[src/rtl/fsk_tx_ctrl.sv]
// FSK transmit sequencer: frames symbols from a valid/ready source onto tone_sel at SYM_TICKS rate ticks each.
// Optional preamble of alternating 0/F symbols when FSK_PREAMBLE_EN is defined.
`timescale 1ns/1ps
module fsk_tx_ctrl #(
    parameter int unsigned TICK_DIV    = 20,
    parameter int unsigned SYM_TICKS   = 16,
    parameter int unsigned GUARD_TICKS = 4
) (
    input  logic       clk,
    input  logic       rst,
    input  logic       start,
    input  logic [7:0] frame_len,
    input  logic [3:0] sym_data,
    input  logic       sym_valid,
    output logic       sym_ready,
    output logic       div_en,
    output logic [3:0] tone_sel,
    output logic       tone_valid,
    output logic       busy,
    output logic       frame_done,
    output logic       underrun
);

    localparam logic [2:0] ST_IDLE  = 3'd0;
    localparam logic [2:0] ST_LOAD  = 3'd1;
`ifdef FSK_PREAMBLE_EN
    localparam logic [2:0] ST_PRE   = 3'd2;
`endif
    localparam logic [2:0] ST_DATA  = 3'd3;
    localparam logic [2:0] ST_GUARD = 3'd4;

    localparam int unsigned TW   = (TICK_DIV > 1) ? $clog2(TICK_DIV) : 1;
    localparam int unsigned SMAX = (SYM_TICKS > GUARD_TICKS) ? SYM_TICKS : GUARD_TICKS;
    localparam int unsigned SW   = (SMAX > 1) ? $clog2(SMAX) : 1;
    localparam logic [TW-1:0] TICK_LAST  = TW'(TICK_DIV - 1);
    localparam logic [SW-1:0] SYM_LAST   = SW'(SYM_TICKS - 1);
    localparam logic [SW-1:0] GUARD_LAST = SW'(GUARD_TICKS - 1);

    logic [2:0]    state, state_nxt;
    logic [TW-1:0] tick_cnt;
    logic [SW-1:0] seg_cnt;
    logic [SW-1:0] seg_last;
    logic [7:0]    len_q;
    logic [7:0]    sym_left;
    logic [3:0]    buf_data;
    logic          buf_full;
    logic          running, tick, seg_end, hs;
`ifdef FSK_PREAMBLE_EN
    logic [2:0]    pre_cnt;
`endif

    always_comb begin
        running = (state == ST_DATA) || (state == ST_GUARD);
        tone_valid = (state == ST_DATA);
`ifdef FSK_PREAMBLE_EN
        running = running || (state == ST_PRE);
        tone_valid = tone_valid || (state == ST_PRE);
`endif
        // One counter serves both symbol and guard intervals; only its wrap point differs.
        seg_last   = (state == ST_GUARD) ? GUARD_LAST : SYM_LAST;
        tick       = running && (tick_cnt == TICK_LAST);
        seg_end    = tick && (seg_cnt == seg_last);
        busy       = (state != ST_IDLE);
        div_en     = running;
        sym_ready  = (state == ST_LOAD) ||
                     ((state == ST_DATA) && !buf_full && (sym_left != '0));
        hs         = sym_valid && sym_ready;
    end

    always_comb begin
        state_nxt = state;
        case (state)
            ST_IDLE:  if (start && (frame_len != '0)) state_nxt = ST_LOAD;
`ifdef FSK_PREAMBLE_EN
            ST_LOAD:  if (hs) state_nxt = ST_PRE;
            ST_PRE:   if (seg_end && (pre_cnt == 3'd7)) state_nxt = ST_DATA;
`else
            ST_LOAD:  if (hs) state_nxt = ST_DATA;
`endif
            ST_DATA:  if (seg_end && (sym_left == '0)) state_nxt = ST_GUARD;
            ST_GUARD: if (seg_end) state_nxt = ST_IDLE;
            default:  state_nxt = ST_IDLE;
        endcase
    end

    always_ff @(posedge clk or posedge rst) begin
        if (rst) begin
            state      <= ST_IDLE;
            tick_cnt   <= '0;
            seg_cnt    <= '0;
            len_q      <= '0;
            sym_left   <= '0;
            buf_data   <= '0;
            buf_full   <= 1'b0;
            tone_sel   <= '0;
            frame_done <= 1'b0;
            underrun   <= 1'b0;
`ifdef FSK_PREAMBLE_EN
            pre_cnt    <= '0;
`endif
        end else begin
            state      <= state_nxt;
            frame_done <= (state == ST_GUARD) && seg_end;

            if ((state_nxt != state) || !running) begin
                tick_cnt <= '0;
                seg_cnt  <= '0;
            end else if (tick) begin
                tick_cnt <= '0;
                seg_cnt  <= seg_end ? '0 : seg_cnt + 1'b1;
            end else begin
                tick_cnt <= tick_cnt + 1'b1;
            end

            case (state)
                ST_IDLE: begin
                    if (start && (frame_len != '0)) begin
                        len_q    <= frame_len;
                        underrun <= 1'b0;
                    end
                end
                ST_LOAD: begin
                    if (hs) begin
                        sym_left <= len_q - 1'b1;
`ifdef FSK_PREAMBLE_EN
                        buf_data <= sym_data;
                        buf_full <= 1'b1;
                        tone_sel <= 4'h0;
                        pre_cnt  <= '0;
`else
                        // Buffer capture and DATA-entry unload collapse into one edge.
                        tone_sel <= sym_data;
                        buf_full <= 1'b0;
`endif
                    end
                end
`ifdef FSK_PREAMBLE_EN
                ST_PRE: begin
                    if (seg_end) begin
                        if (pre_cnt == 3'd7) begin
                            tone_sel <= buf_data;
                            buf_full <= 1'b0;
                        end else begin
                            pre_cnt  <= pre_cnt + 1'b1;
                            tone_sel <= ~tone_sel;
                        end
                    end
                end
`endif
                ST_DATA: begin
                    if (seg_end) begin
                        if (sym_left == '0) begin
                            tone_sel <= '0;
                        end else if (buf_full) begin
                            tone_sel <= buf_data;
                            buf_full <= 1'b0;
                            sym_left <= sym_left - 1'b1;
                        end else if (hs) begin
                            tone_sel <= sym_data;
                            sym_left <= sym_left - 1'b1;
                        end else begin
                            underrun <= 1'b1;
                        end
                    end else if (hs) begin
                        buf_data <= sym_data;
                        buf_full <= 1'b1;
                    end
                end
                default: ;
            endcase
        end
    end

endmodule
[config.mk]
export PLATFORM = sky130hd
export DESIGN_NAME = fsk_tx_ctrl
export DESIGN_NICKNAME = d
export VERILOG_FILES = /design/src/rtl/fsk_tx_ctrl.sv
export SDC_FILE = /design/constraint.sdc
export NUM_CORES = 1
export LEC_CHECK = 0
export CAP_MARGIN = 10
export CORE_ASPECT_RATIO = 1.5
export CORE_UTILIZATION = 40
export DETAILED_ROUTE_END_ITERATION = 10
export GPL_TIMING_DRIVEN = 0
export MAX_ROUTING_LAYER = met4
export SYNTH_ARGS = -nofsm -noshare
export SYNTH_HDL_FRONTEND = slang
export SYNTH_SLANG_ARGS = --single-unit
[constraint.sdc]
create_clock -name clk -period 2.75 [get_ports clk]
set_clock_uncertainty 0.15 [all_clocks]
set_input_delay 0.55 -clock clk [delete_from_list [all_inputs] [get_ports clk]]
set_output_delay 0.55 -clock clk [all_outputs]
set_load 0.01 [all_outputs]
## After elaboration in Yosys (flattened, before gate mapping)

Cells that the tools add are included.

- Register bits after elaboration: 39
- Bits in latches: 0
- RAM bits: 0
- Bits in read-only memories: 0
- Logic and storage cells: 90
- Memories kept: 0

- Add/sub/neg operators: 4
- Multipliers: 0
- Div/mod/pow operators: 0
- $lt $le $gt $ge: 0
- Equality and inequality tests: 15
- Shift operators: 0
- Multiplexer cells: 33
- Bitwise gates (word level): 1
- Reduce and logical (&&, ||, !) cells: 27

Operator list:

| cell | number |
|---|---|
| $mux 8 | 5 |
| $mux 4 | 8 |
| $pmux 8 s2 | 1 |
| $reduce_bool 8->1 | 2 |
| $sub 8x1->8 const B | 2 |
| $mux 3 | 4 |
| $pmux 3 s4 | 1 |
| $mux 5 | 2 |
| $ne 2x2->1 const B | 5 |
| $mux 1 | 9 |
| $logic_and 1x1->1 | 8 |
| $logic_not 8->1 | 1 |
| $pmux 4 s2 | 1 |
| $ne 3x1->1 const B | 2 |
| $reduce_and 6->1 | 1 |
| $reduce_bool 2->1 | 3 |
| $add 5x1->5 const B | 1 |
| $eq 5x5->1 const B | 1 |
| $reduce_and 5->1 | 1 |
| $add 4x1->4 const B | 1 |
| $eq 4x4->1 | 1 |
| $pmux 1 s2 | 2 |
| $reduce_and 2->1 | 2 |
| $reduce_and 4->1 | 1 |
| other kinds (12) | 15 |

## Logic depth before layout (Yosys ltp)

- Depth in word-level cells: 10
- Gate-level depth with buffers: 8
- Depth with buffers taken out: 7

## Worst setup path after synthesis

Ideal clock, no wire load.

- Path kind: register to register
- Start point: reg seg_cnt[3]
- End point: reg sym_left[0]
- Setup time: 0.125 ns
- Arrival time: 2.128 ns
- Path slack: 0.346 ns
- Cell stages (with the launch flop): 7
- Path buffers: 1
- Period minus slack after synthesis: 2.404 ns
- Cell sequence: dfrtp_1 -> or4b_4 -> o22a_4 -> nor4b_4 -> or2_1 -> buf_6 -> mux2_4

- Word-level cells in the longest chain between the ends: 4

Ends and longest elaborated chain:

| element | line | RTL |
|---|---|---|
| from (decl) | 41 | `logic [SW-1:0] seg_cnt;` |
| from (signal assigned) | 110 | `seg_cnt <= seg_end ? '0 : seg_cnt + 1'b1;` |
| $eq 4x4->1 | 62 | `seg_end = tick && (seg_cnt == seg_last);` |
| $logic_and 1x1->1 | 62 |  |
| $ne 2x1->1 (no source line) | n/a |  |
| $reduce_and 5->1 (no source line) | n/a |  |
| to (signal assigned) | 124 | `sym_left <= len_q - 1'b1;` |
| to (signal assigned) | 157 | `sym_left <= sym_left - 1'b1;` |
| to (signal assigned) | 160 | `sym_left <= sym_left - 1'b1;` |
| to (decl) | 44 | `logic [7:0] sym_left;` |

No other way between the ends.
A chain may end at the register's enable or synchronous reset.

## Final worst setup path

- Start point: reg sym_left[0]
- End point: out sym_ready

- Word-level cells in the longest chain between the ends: 3

Ends and longest elaborated chain:

| element | line | RTL |
|---|---|---|
| $reduce_bool 8->1 | 66 | `((state == ST_DATA) && !buf_full && (sym_left != '0));` |
| $logic_and 1x1->1 | 66 |  |
| $logic_or 1x1->1 | 65 | `sym_ready = (state == ST_LOAD) \|\|` |
| to (decl) | 15 | `output logic sym_ready,` |

No other way between the ends.

==> flow_summary_export.csv <==
group,metric,value,unit
placement,placement.setup.worst_slack,-0.272,ns
route,drc_errors,0,
sta,fin_setup_tns,0,ns
clocking,clk_path_buf_depth,2,
power_and_ir_drop,total_power,1.81,mW
power_and_ir_drop,cellPowerDensity,674,nW/um^2
route,post_route_met1_wirelength,2.15,mm
grt,first_pass_grt_wire_length,8.53,mm
yosys,synth.distinct_cells,59,
worst_setup_path,critical_path_peak_fanout,5,
sta,max_slew_margin,45.6,%
grt,via_count_of_the_first_global_routing_pass,1787,
route,detail_route.wl_per_cell,16.3,um
placement,routabilityCongestion,0.775,
clocking,cts_tree,"yes",
sta,fin_crit_sh,97.2,%
sta,number_of_failing_hold_endpoints_at_the_final_stage,0,
sta,unrepaired_setup_endpoints_after_global_routing,"false",
final_layout,fraction_of_final_layout_cells_sized_beyond_drive_strength_1,18.0,%
worst_hold_path,timing.hold.worst.class,"reg -> reg",
route,detail_route.wirelength,5.10,mm
final_layout,antenna_cells_inserted,0,
yosys,post_syn_instances,209,
route,met2_wirelength,2.73,mm
yosys,synth.top_cells.by_area,"dfrtp_1 44%, mux2_2 6.1%, nor3_1 2.7%",
worst_setup_path,cpPeakStageDelay,0.60,ns
clocking,clockRootBuffer,"clkbuf_8",
outcome,result_of_the_run,"completed",
clocking,cts.sinks,39,
yosys,synthesis.area_per_instance,10.6,sq um
yosys,postSynthNetCount,228,
sta,setup_ws,0.0782,ns
worst_setup_path,setup.worst_path.class,"reg -> out",
clocking,worst_skew_pair.late_latency,0.29,ns
worst_setup_path,crit_arrival,1.97,ns
worst_setup_path,critPathTopFamily,"simple AND/OR/NAND/NOR gates",
floorplan,die_x,62.7,um
yosys,synthArstFlopShare,100,%
route,detail_route.first_pass.iterations,6,
sta,report.final.slew_viol_count,0,
yosys,synth-seq-area-share,44.2,%
placement,post-dp-hpwl,3.62,mm
sta,fin_crit,2.67,ns
floorplan,placeableCoreArea,5250,sq um
yosys,number_of_enable_type_register_cells_in_the_synthesized_netlist,0,
floorplan,start_util,42.1,%
route,drt-initial-drc-count,71,
final_layout,final_nets,263,
final_layout,flow.area_growth_from_synthesis,21.9,%
yosys,netlist_area,2210,sq um
worst_setup_path,path_buf_inv,1,
route,avgViaCountPerCell,5.73,
floorplan,ioPinCount,26,
yosys,ys.warnings.count,0,
floorplan,die_y,93.0,um
grt,grt_max_degree,40,
power_and_ir_drop,p_leak,1.10,nW
grt,grt_antenna_before_repair,0,
grt,global_route.overflow_total,0,
worst_setup_path,critical-path-slowest-cell,"or4_4",
clocking,cts_buffers,5,
sta,finalSetupViolCount,0,
route,drt.antenna.violating_nets,0,
sta,timing_worst_slew_pin_value,0.814,ns
flow_run,max-cap-violations,0,
yosys,synth.ff_latch_count,39,
yosys,yosys_most_used_dff,"dfrtp_1",
yosys,post-synth-top-area-fraction,44.2,%
grt,gr-usage-all-layers,19.6,%
floorplan,die_area,5820,sq um
placement,buffer_ports.inserted,25,
route,top_layer,"met4",
route,wl_met3,101,um
clocking,cts_htree_levels,2,
worst_setup_path,start_kind,"register",
worst_setup_path,setup.worst_path.end_class,"primary output",
yosys,synth_top_area_cell,"dfrtp_1",
worst_setup_path,timing.critical_path.required,2.05,ns
worst_setup_path,crit_path_cell_chain,"or4_4 -> nor2_4 -> o21a_1 -> nor2_1 -> dlygate4sd2_1",
route,route.vias.total,1788,
clocking,cts.clk_slew.worst_paths,0.08,ns
power_and_ir_drop,worst_ir_drop_vdd,0.344,mV
floorplan,placementRows,32,
sta,fmax,374,MHz
## layer usage
metal	GRT usage, %	up-vias
met4	11.0	0
met5	-	-
li1	-	860
met2	34.2	23
met3	2.32	9
met1	21.5	896
## cells by family after synthesis
family | share of synthesized area, %
and+or+nand+nor | 19.8
AOI/OAI and AO/OA | 18.6
DFF | 44.2
muxes | 9.07
buffers and inverters | 4.65
xor gates and xnor gates | 1.98
adders and majority gates | 1.70
## final cells by class
type	instances	area, sq um
Inverter	10	37.5
Timing Repair Buffer	28	270
Fill cell	492	2550
Clock inverter	1	5.00
Buffer	5	72.6
Multi-Input combinational cell	155	1160
Tap cell	68	85.1
Clock buffer	6	82.6
Sequential cell	39	976
## worst register-to-register path, cell delays in order (launching register included)
cell     delay [ns]
dfrtp_1        0.48
or4b_4         0.56
o22a_4         0.25
nor4b_4        0.26
buf_4          0.18
or2_1          0.12
buf_6          0.13
mux2_4         0.29
## cells in the mapped netlist, drive strengths merged (2+ instances only)
library cell   n
clkbuf         3
and2b          3
o311ai         2
nor3          12
ha             3
nand2b         2
xor2           2
nor2          12
a21oi         11
or3            3
mux2          13
a31oi          3
o2bb2ai        4
nand3          6
or4            2
o211ai         4
a211oi         2
o22ai          3
nand2         12
o211a          2
nor4           8
xnor2          3
dfrtp         39
o21a           2
inv           10
a2bb2oi        2
mux2i          5
a32oi          4
o21ai          7
and3           2
## state kept, by name, indices dropped and copies added (netlist names)
| register | count |
|---|---|
| len_q | 8 |
| sym_left | 8 |
| tick_cnt | 5 |
| buf_data | 4 |
| seg_cnt | 4 |
| tone_sel | 4 |
| state | 3 |
| buf_full | 1 |
| frame_done | 1 |
| underrun | 1 |
## final timing paths
check | startpoint | endpoint | slack (ns) | cells after the start
setup / recovery | sym_left[0] | sym_ready | 0.08 | 5
hold / removal | tick_cnt[0] | tick_cnt[0] | 0.33 | 1
setup reg to reg | state[0] | sym_left[0] | 0.22 | 7
hold reg to reg | tick_cnt[0] | tick_cnt[0] | 0.33 | 1
max in group asynchronous | rst | tick_cnt[0] | 1.35 | 2
min in group asynchronous | rst | underrun | 0.58 | 2
## power by group
group	internal, mW	switching [mW]	total (mW)
Combinational	0.332	0.227	0.558
Sequential	0.729	0.129	0.857
Clock	0.197	0.199	0.396
## layout by cell type, fill, tap and decap left out, drive strengths merged, types with 2 or more instances in the layout
master / instances
dfrtp: 39
clkdlybuf4s50: 23
mux2: 13
nand2: 12
nor2: 12
nor3: 12
a21oi: 11
inv: 10
clkbuf: 9
nor4: 8
o21ai: 7
nand3: 6
mux2i: 5
o211ai: 4
a32oi: 4
o2bb2ai: 4
buf: 4
or3: 3
xnor2: 3
o22ai: 3
a31oi: 3
ha: 3
and2b: 3
and3: 2
or4: 2
nand2b: 2
o311ai: 2
xor2: 2
o211a: 2
a2bb2oi: 2
dlygate4sd2: 2
a211oi: 2
o21a: 2
## repair_timing
| action | in CTS | in global routing |
|---|---|---|
| pin swaps | 0 | 1 |
| setup buffers | 0 | 3 |
| setup endpoints to repair | 3 | 6 |
| hold buffers | 0 | 0 |
| resized for setup | 9 | 3 |
| hold endpoints to repair | 0 | 0 |
## stage by stage
step / util (%) / hold slack [ns] / std cells / area [sq um]
2_1_floorplan: - / 0.294 / 209 / 2210
3_3_place_gp: 48.5 / 0.322 / 302 / 2540
3_5_place_dp: 48.5 / 0.323 / 302 / 2540
4_1_cts: 50.5 / 0.336 / 309 / 2650
5_1_grt: 51.3 / 0.349 / 312 / 2690
6_report: 51.3 / 0.327 / 312 / 2690
Note: power is estimated with default switching activity, not from simulation.
